===== src/rtl/btn_conditioner.sv =====
// -----------------------------------------------------------------------------
// btn_conditioner
//
// Purpose:
//    Push-button front end for the game logic. For each channel it
//    synchronises the raw pin, debounces it, emits one-cycle press and release
//    pulses, and emits a "move" pulse stream. A held key gives its press pulse
//    and then, after a delay, auto-repeat pulses at a fixed period.
//
// Ports:
//    CLK25M       in   1        system clock, rising edge
//    Reset        in   1        asynchronous, active-high reset
//    btn_raw      in   N_BTN    raw asynchronous button pins
//    btn_level    out  N_BTN    debounced level
//    btn_press    out  N_BTN    one-cycle pulse on a debounced rising edge
//    btn_release  out  N_BTN    one-cycle pulse on a debounced falling edge
//    btn_move     out  N_BTN    press pulse plus auto-repeat pulses
//    o_dbg_state  out  2*N_BTN  repeat FSM state per channel, 2 bits each
//                               (0 = IDLE, 1 = DELAY, 2 = REPEAT)
//
// Handshake: none. Every output is a registered level or a one-cycle pulse.
// No output has a valid/ready pair, and no output needs an acknowledge.
// -----------------------------------------------------------------------------
module btn_conditioner #(
   parameter int               N_BTN           = 4,
   parameter int               DEBOUNCE_CYCLES = 250000,
   parameter int               REPEAT_DELAY    = 5000000,
   parameter int               REPEAT_PERIOD   = 1250000,
   parameter logic [N_BTN-1:0] REPEAT_MASK     = N_BTN'(4'b0111)
) (
   input  logic                 CLK25M,
   input  logic                 Reset,
   input  logic [N_BTN-1:0]     btn_raw,
   output logic [N_BTN-1:0]     btn_level,
   output logic [N_BTN-1:0]     btn_press,
   output logic [N_BTN-1:0]     btn_release,
   output logic [N_BTN-1:0]     btn_move,
   output logic [2*N_BTN-1:0]   o_dbg_state
);

   localparam int CW   = $clog2(DEBOUNCE_CYCLES);
   localparam int TMAX = (REPEAT_DELAY > REPEAT_PERIOD) ? REPEAT_DELAY : REPEAT_PERIOD;
   localparam int TW   = $clog2(TMAX);

   localparam logic [CW-1:0] CNT_LAST  = CW'(DEBOUNCE_CYCLES - 1);
   localparam logic [TW-1:0] TIMER_DLY = TW'(REPEAT_DELAY - 1);
   localparam logic [TW-1:0] TIMER_PER = TW'(REPEAT_PERIOD - 1);

   typedef enum logic [1:0] {
      ST_IDLE   = 2'd0,
      ST_DELAY  = 2'd1,
      ST_REPEAT = 2'd2
   } state_t;

   for (genvar g = 0; g < N_BTN; g++) begin : g_ch
      logic          r_s1;
      logic          r_s2;
      logic [CW-1:0] r_cnt;
      logic          r_level;
      logic          r_press;
      logic          r_release;
      logic          r_move;
      state_t        r_state;
      logic [TW-1:0] r_timer;
      state_t        w_state_nxt;
      logic [TW-1:0] w_timer_nxt;
      logic          w_move_nxt;
      logic          w_accept;
      logic          w_press_evt;
      logic          w_release_evt;

      // The level is accepted when the mismatch survives the final count.
      // The edge direction follows from the level that is being replaced.
      assign w_accept      = (r_s2 != r_level) && (r_cnt == CNT_LAST);
      assign w_press_evt   = w_accept && !r_level;
      assign w_release_evt = w_accept &&  r_level;

      // Synchroniser, debouncer, and the press/release pulse registers.
      always_ff @(posedge CLK25M or posedge Reset) begin
         if (Reset) begin
            r_s1      <= 1'b0;
            r_s2      <= 1'b0;
            r_cnt     <= '0;
            r_level   <= 1'b0;
            r_press   <= 1'b0;
            r_release <= 1'b0;
         end else begin
            r_s1      <= btn_raw[g];
            r_s2      <= r_s1;
            r_press   <= w_press_evt;
            r_release <= w_release_evt;
            if (r_s2 == r_level) begin
               r_cnt <= '0;
            end else if (w_accept) begin
               r_level <= ~r_level;
               r_cnt   <= '0;
            end else begin
               r_cnt <= r_cnt + 1'b1;
            end
         end
      end

      // Repeat FSM: state register
      always_ff @(posedge CLK25M or posedge Reset) begin
         if (Reset) begin
            r_state <= ST_IDLE;
            r_timer <= '0;
            r_move  <= 1'b0;
         end else begin
            r_state <= w_state_nxt;
            r_timer <= w_timer_nxt;
            r_move  <= w_move_nxt;
         end
      end

      // Repeat FSM: next state and timer.
      // A release beats a timer expiry on the same edge, so the pending
      // repeat pulse is dropped.
      always_comb begin
         w_state_nxt = r_state;
         w_timer_nxt = r_timer;
         case (r_state)
            ST_IDLE: begin
               if (w_press_evt && REPEAT_MASK[g]) begin
                  w_state_nxt = ST_DELAY;
                  w_timer_nxt = TIMER_DLY;
               end
            end
            ST_DELAY, ST_REPEAT: begin
               if (w_release_evt) begin
                  w_state_nxt = ST_IDLE;
                  w_timer_nxt = '0;
               end else if (r_timer == '0) begin
                  w_state_nxt = ST_REPEAT;
                  w_timer_nxt = TIMER_PER;
               end else begin
                  w_timer_nxt = r_timer - 1'b1;
               end
            end
            default: begin
               w_state_nxt = ST_IDLE;
               w_timer_nxt = '0;
            end
         endcase
      end

      // Repeat FSM: move pulse (registered in the state-register process)
      always_comb begin
         w_move_nxt = 1'b0;
         case (r_state)
            ST_IDLE:             w_move_nxt = w_press_evt;
            ST_DELAY, ST_REPEAT: w_move_nxt = !w_release_evt && (r_timer == '0);
            default:             w_move_nxt = 1'b0;
         endcase
      end

      assign btn_level[g]          = r_level;
      assign btn_press[g]          = r_press;
      assign btn_release[g]        = r_release;
      assign btn_move[g]           = r_move;
      assign o_dbg_state[2*g +: 2] = r_state;
   end

endmodule

===== config.mk =====
export PLATFORM = sky130hd
export DESIGN_NAME = btn_conditioner
export DESIGN_NICKNAME = d
export VERILOG_FILES = /design/src/rtl/btn_conditioner.sv
export SDC_FILE = /design/constraint.sdc
export NUM_CORES = 1
export LEC_CHECK = 0
export CELL_PAD_IN_SITES_DETAIL_PLACEMENT = 1
export CELL_PAD_IN_SITES_GLOBAL_PLACEMENT = 1
export CORE_MARGIN = 2
export CORE_UTILIZATION = 30
export DETAILED_ROUTE_END_ITERATION = 10
export PLACE_DENSITY = 0.56
export SLEW_MARGIN = 5
export SYNTH_ARGS = -nofsm -noshare
export SYNTH_HDL_FRONTEND = slang
export SYNTH_SLANG_ARGS = --single-unit

===== constraint.sdc =====
create_clock -name CLK25M -period 10 [get_ports CLK25M]
set_clock_uncertainty 0.05 [all_clocks]
set_input_delay 1 -clock CLK25M [delete_from_list [all_inputs] [get_ports CLK25M]]
set_output_delay 1 -clock CLK25M [all_outputs]
set_load 0.05 [all_outputs]

==> impl_metrics.ini, run 1 <==
[status]
status = finished, final reports clean

[routing]
totalWireLength_um = 25900
vias = 8345
via_per_inst = 5.15
drt_iter0_drc = 346
wire_per_inst_um = 16.0
firstDrtPassIters = 5
drc = 0
ant_nets = 0

[synthesis]
synth_ff_type = dfrtp_1
ys_seq_area_share_pct = 46.9
yosysTopAreaCellShare_pct = 46.9
synth_cell_types = 69
syn_area_mm2 = 0.0104
yosysTopAreaCell = dfrtp_1
avgSynthCellArea_um2 = 9.05
syn-num-nets = 1170
yosysWarnings = 0
synth.most_common_cell = dfrtp_1
ys_ff_latch = 195
synthArstFlopShare_pct = 100
netlist_instances = 1148
synth-edff-count = 0
synth.area.top_cells = dfrtp_1 47%, nor2_1 5.8%, xnor2_1 4.1%
synth_common_cells = 195 x dfrtp_1, 160 x nor2_1, 91 x nand2_1

[sta]
tightest_slew_ns = 1.07
rsz0062_at_grt = false
setup_slack_ns = 6.71
setup_viol_count_final = 0
hold_viol_final = 0
max_freq_mhz = 304
fin_crit_ns = 3.29
fin_crit_sh_pct = 32.9
relSlewSlack_pct = 28.9
holdWs_ns = 0.302
report.final.slew_viol_count = 0
fin_setup_tns_ns = 0

[worst_setup_path]
reg2reg_from = g_ch[2].r_timer[0]
crit_path_max_incr_delay_ns = 0.68
worstSetupEndpointType = flop
critPathLaunch = g_ch[2].r_timer[0]
path_class = reg2reg
worstPathRequired_ns = 10.26
cp_slowest_cell = nor3b_1
critPathMaxFanout = 11
cp_cell_sequence = inv_1 -> ha_1 -> nor3b_1 -> nand3_1 -> nor3_2 -> nor2_1 -> nand2_1 -> o211ai_1
crit_arrival_ns = 3.54
regToRegSetupSlack_ns = 6.71
critPathLaunchType = flop

[clock_tree]
cts_setup_buffers = 0
cts_sinks = 195
clockBufferDepth = 2
worstSkewPairLatency_ns = 0.45
cts-buffers-inserted = 17
cts_tree = yes
cts-root-buf = clkbuf_16
cts_max_level = 4
ctsHoldBuffers = 0
cts_resized = 0
clk_pin_slew_ns = 0.07

[floorplan]
die_area_mm2 = 0.0362
io_pins = 30
initial_utilization_pct = 30.3
rows = 68
fp.coreArea_mm2 = 0.0343
die_width_um = 190
die_y_um = 190

[final_layout]
utilization_pct = 33.8
diodes = 0
nNetsFinal = 1175
area_growth_pct = 11.6
drive_gt1_share_pct = 5.41
instances_no_fill = 1620

[hold_path]
hp-start = g_ch[0].r_s1
hold_path.class = reg2reg

[global_route]
grt_pass1_vias = 8565
grt-ovfl-total = 0
antenna_found_initial = 0
grt_pass1_wl_um = 44600
grt_max_degree = 117
grt_usage_pct = 15.2

[power_and_ir_drop]
switching_share_pct = 23.4
clockPowerShare_pct = 43.9
ir_drop_mv = 0.116
p_int_mw = 1.13
p_leak_nw = 5.17
power.share.combinational_pct = 2.2
seqPwrFrac_pct = 54.0
powerDensity_mw_per_mm2 = 127
net-switching-power_mw = 0.347

[placement]
gp_congestion = 0.750
port_buffers = 28
place_ws_ns = 6.62
dp_hpwl_um = 17800
dpl.cell_count = 1589

[run]
drv_cap = 0
## through the flow
step | cell area (um^2) | total power, mW
2_1_floorplan | 10400 | 0.835
3_3_place_gp | 11100 | 0.847
3_5_place_dp | 11100 | 0.848
4_1_cts | 11600 | 1.51
5_1_grt | 11600 | 1.54
6_report | 11600 | 1.48
## layout make-up
type | instances | area, um^2
sequential | 195 | 4880
clock inverter | 10 | 78.8
tap | 455 | 569
multi-input combinational | 859 | 5080
timing repair buffer | 40 | 370
inverter | 40 | 158
clock buffer | 21 | 460
fill | 3979 | 22700
## power by group through the flow
| stage | clock [mW] | sequential, mW | combinational, mW |
|---|---|---|---|
| floorplan | 0 | 0.812 | 0.0231 |
| global placement | 0 | 0.813 | 0.0343 |
| detailed placement | 0 | 0.813 | 0.0344 |
| CTS | 0.676 | 0.798 | 0.0347 |
| global route | 0.706 | 0.798 | 0.0386 |
| finish | 0.649 | 0.798 | 0.0322 |
## metal layers
| metal | track usage [%] | up-vias | part of all wire, % |
|---|---|---|---|
| met1 | 21.2 | 4212 | 50 |
| li1 | - | 4062 | - |
| met2 | 24.7 | 56 | 47 |
| met5 | 0 | - | 0 |
| met4 | 4.29 | 0 | 1.1 |
| met3 | 2.10 | 15 | 1.8 |
## layout by cell type (no fill, tap or decap), drive strengths merged, types with 10 or more instances in the layout
cell,count
nand2b,11
o211ai,22
xnor2,49
clkdlybuf4s50,28
nor2,164
inv,41
a21oi,43
buf,12
ha,16
or3,19
clkbuf,21
nand4,21
and2,11
nor3,54
o31ai,12
dfrtp,195
nor4,27
o21ai,71
and3,28
nor2b,11
xor2,39
a31oi,10
nand2,91
nand3,62
## final timing paths
path / to / depth (start not counted)
setup / recovery: g_ch[2].r_timer[19] / 8
setup reg to reg: g_ch[2].r_timer[19] / 8
max in group asynchronous: g_ch[2].r_cnt[6] / 3
hold reg to reg: g_ch[0].r_s2 / 0
hold / removal: g_ch[0].r_s2 / 0
min in group asynchronous: g_ch[1].r_state[0] / 2
## critical path: cells and delay by family (launching register included)
| family | cells | cell delay [ns] |
|---|---|---|
| buffers and inverters | 1 | 0.08 |
| adder cells (fa/ha/maj) | 1 | 0.17 |
| AO/OA/AOI/OAI | 1 | 0.17 |
| flip-flops | 1 | 0.43 |
| AND/OR/NAND/NOR | 5 | 2.25 |
## cells by family after synthesis
logic type	synth area share, %
AND/OR/NAND/NOR	26.5
AO/OA/AOI/OAI	12.7
flip-flops	46.9
buffers and inverters	4.23
XOR/XNOR	7.42
adder cells (fa/ha/maj)	1.93
multiplexers	0.193
other	0.0361
## sequential cells by signal, summed over array words and instances, names as in the netlist
register	cells
g_ch.r_move	4
g_ch.r_timer	92
g_ch.r_state	7
g_ch.r_s1	4
g_ch.r_cnt	72
g_ch.r_press	4
g_ch.r_level	4
g_ch.r_release	4
g_ch.r_s2	4
Power figures use the tool's default switching activity.
==> run 2, diff against run 1 <==
==> constraint.sdc (replaced) <==
create_clock -name CLK25M -period 3.25 [get_ports CLK25M]
set_clock_uncertainty 0.05 [all_clocks]
set_input_delay 0.325 -clock CLK25M [delete_from_list [all_inputs] [get_ports CLK25M]]
set_output_delay 0.325 -clock CLK25M [all_outputs]
set_load 0.05 [all_outputs]
==> run 2 against run 1 <==
Fmax grew 21%. Register-to-register slack lost 6.2 ns. Critical path type unchanged. Total power grew to 3.1 times the previous value. Global-route usage grew 0.65 points. Sequential power grew to 3.1 times the previous value.
==> impl_metrics.ini, run 2 (synthesis gave the netlist of run 1 again) <==
[global_route]
grt_max_degree = 79
grt_usage_pct = 15.9
grt_pass1_wl_um = 46600
grt_pass1_vias = 8974
grt-ovfl-total = 0
antenna_found_initial = 0

[clock_tree]
cts_resized = 0
cts_tree = yes
cts_max_level = 4
ctsHoldBuffers = 0
cts-root-buf = clkbuf_16
cts_setup_buffers = 0
clk_pin_slew_ns = 0.08
cts-buffers-inserted = 17
worstSkewPairLatency_ns = 0.45
clockBufferDepth = 2
cts_sinks = 195

[power_and_ir_drop]
p_leak_nw = 5.32
powerDensity_mw_per_mm2 = 393
ir_drop_mv = 0.366

[final_layout]
nNetsFinal = 1199
diodes = 0
nFillCells = 3958
reg.largest.list = g_ch.r_timer (92), g_ch.r_cnt (72), g_ch.r_state (7)
fin_area_mm2 = 0.0118
area_growth_pct = 13.7
largest_reg_flops = 92
instances_no_fill = 1645
final_common_cell = dfrtp_1
drive_gt1_share_pct = 7.39
top_register = g_ch.r_timer
mostFrequentLayoutCells = 195 x dfrtp_1, 160 x nor2_1, 91 x nand2_1, 68 x o21ai_0, 62 x nand3_1

[floorplan]
rows = 68
die_y_um = 190
initial_utilization_pct = 30.3
fp.coreArea_mm2 = 0.0343
die_width_um = 190
io_pins = 30
die_area_mm2 = 0.0362

[worst_setup_path]
worstSetupEndpointType = flop
regToRegSetupSlack_ns = 0.53
worstPathRequired_ns = 3.56
crit_path_max_incr_delay_ns = 0.57
crit_arrival_ns = 3.03
cp_slowest_cell = o31a_1
critPathLaunchType = flop
critPathMaxFanout = 18
path_class = reg2reg
cp_cell_sequence = or4b_1 -> or4_1 -> o31a_1 -> nor2_4 -> nand3_1 -> o211ai_1

[placement]
post_dp_cell_area_mm2 = 0.0113
dpl.cell_count = 1613
dp_hpwl_um = 18500
port_buffers = 28
gp_congestion = 0.780

[routing]
drc = 0
totalWireLength_um = 26700
firstDrtPassIters = 5
vias = 8415
ant_nets = 0
via_per_inst = 5.12
wire_per_inst_um = 16.2
drt_iter0_drc = 373

[sta]
report.final.slew_viol_count = 0
setup_viol_count_final = 0
fin_crit_ns = 2.72
max_freq_mhz = 368
relSlewSlack_pct = 32.6
fin_setup_tns_ns = 0
tightest_slew_ns = 1.01
rsz0062_at_grt = false
hold_viol_final = 0
fin_crit_sh_pct = 83.6
holdWs_ns = 0.211

[status]
status = finished, final reports clean

[run]
drv_cap = 0

[hold_path]
hold_path.class = in2async
==> run 2: changes by cell type in the layout (fill, tap and decap cells not counted), moves of 2 or more <==
cell	previous run	this run
clkinvlp_4	7	3
clkinv_2	0	5
buf_4	12	34
buf_12	0	2
==> run 2: routing by layer <==
metal / up-vias / GRT usage, % / share of wire (%)
li1: 4103 / - / -
met1: 4237 / 21.4 / 50
met4: 0 / 4.29 / 1.1
met3: 17 / 2.71 / 1.9
met2: 58 / 26.3 / 47
met5: - / 0 / 0
==> run 2: where the power goes <==
group,switching [mW],leakage [nW],internal [mW]
registers,0.0123,2.70,2.44
clock network,0.986,0.276,1.10
logic,0.0807,2.35,0.0263
==> run 2: cell type report <==
cell class,instances,area (um^2),area share [%]
well taps,455,569,4.82
clock buffers,20,457,3.87
multi-input cells,859,5070,43.0
inverters,40,154,1.30
repair buffers,64,576,4.87
flip-flops and latches,195,4880,41.3
clock inverters,12,105,0.890
==> run 2: per-stage QoR <==
| stage | setup slack [ns] | utilization [%] | total power [mW] |
|---|---|---|---|
| global route | 0.392 | 34.5 | 4.86 |
| finish | 0.533 | 34.5 | 4.65 |
| floorplan | 0.357 | - | 2.57 |
| detailed placement | 0.563 | 32.8 | 2.62 |
| CTS | 0.554 | 34.5 | 4.74 |
| global placement | 0.599 | 32.8 | 2.61 |
==> run 2: worst paths after layout <==
kind                             startpoint  cells after the start                 end
setup / recovery           g_ch[1].r_cnt[9]                      6  g_ch[1].r_timer[8]
hold / removal                        Reset                      2  g_ch[1].r_timer[3]
setup reg to reg           g_ch[1].r_cnt[9]                      6  g_ch[1].r_timer[8]
hold reg to reg                g_ch[3].r_s1                      0        g_ch[3].r_s2
max in group asynchronous             Reset                      3  g_ch[0].r_state[0]
min in group CLK25M              btn_raw[2]                      1        g_ch[2].r_s1
==> run 2: critical path, delay by kind of cell (launching register included) <==
kind               cells  cell delay [ns]
DFF                    1             0.41
and+or+nand+nor        4             1.43
AOI/OAI and AO/OA      2             0.74
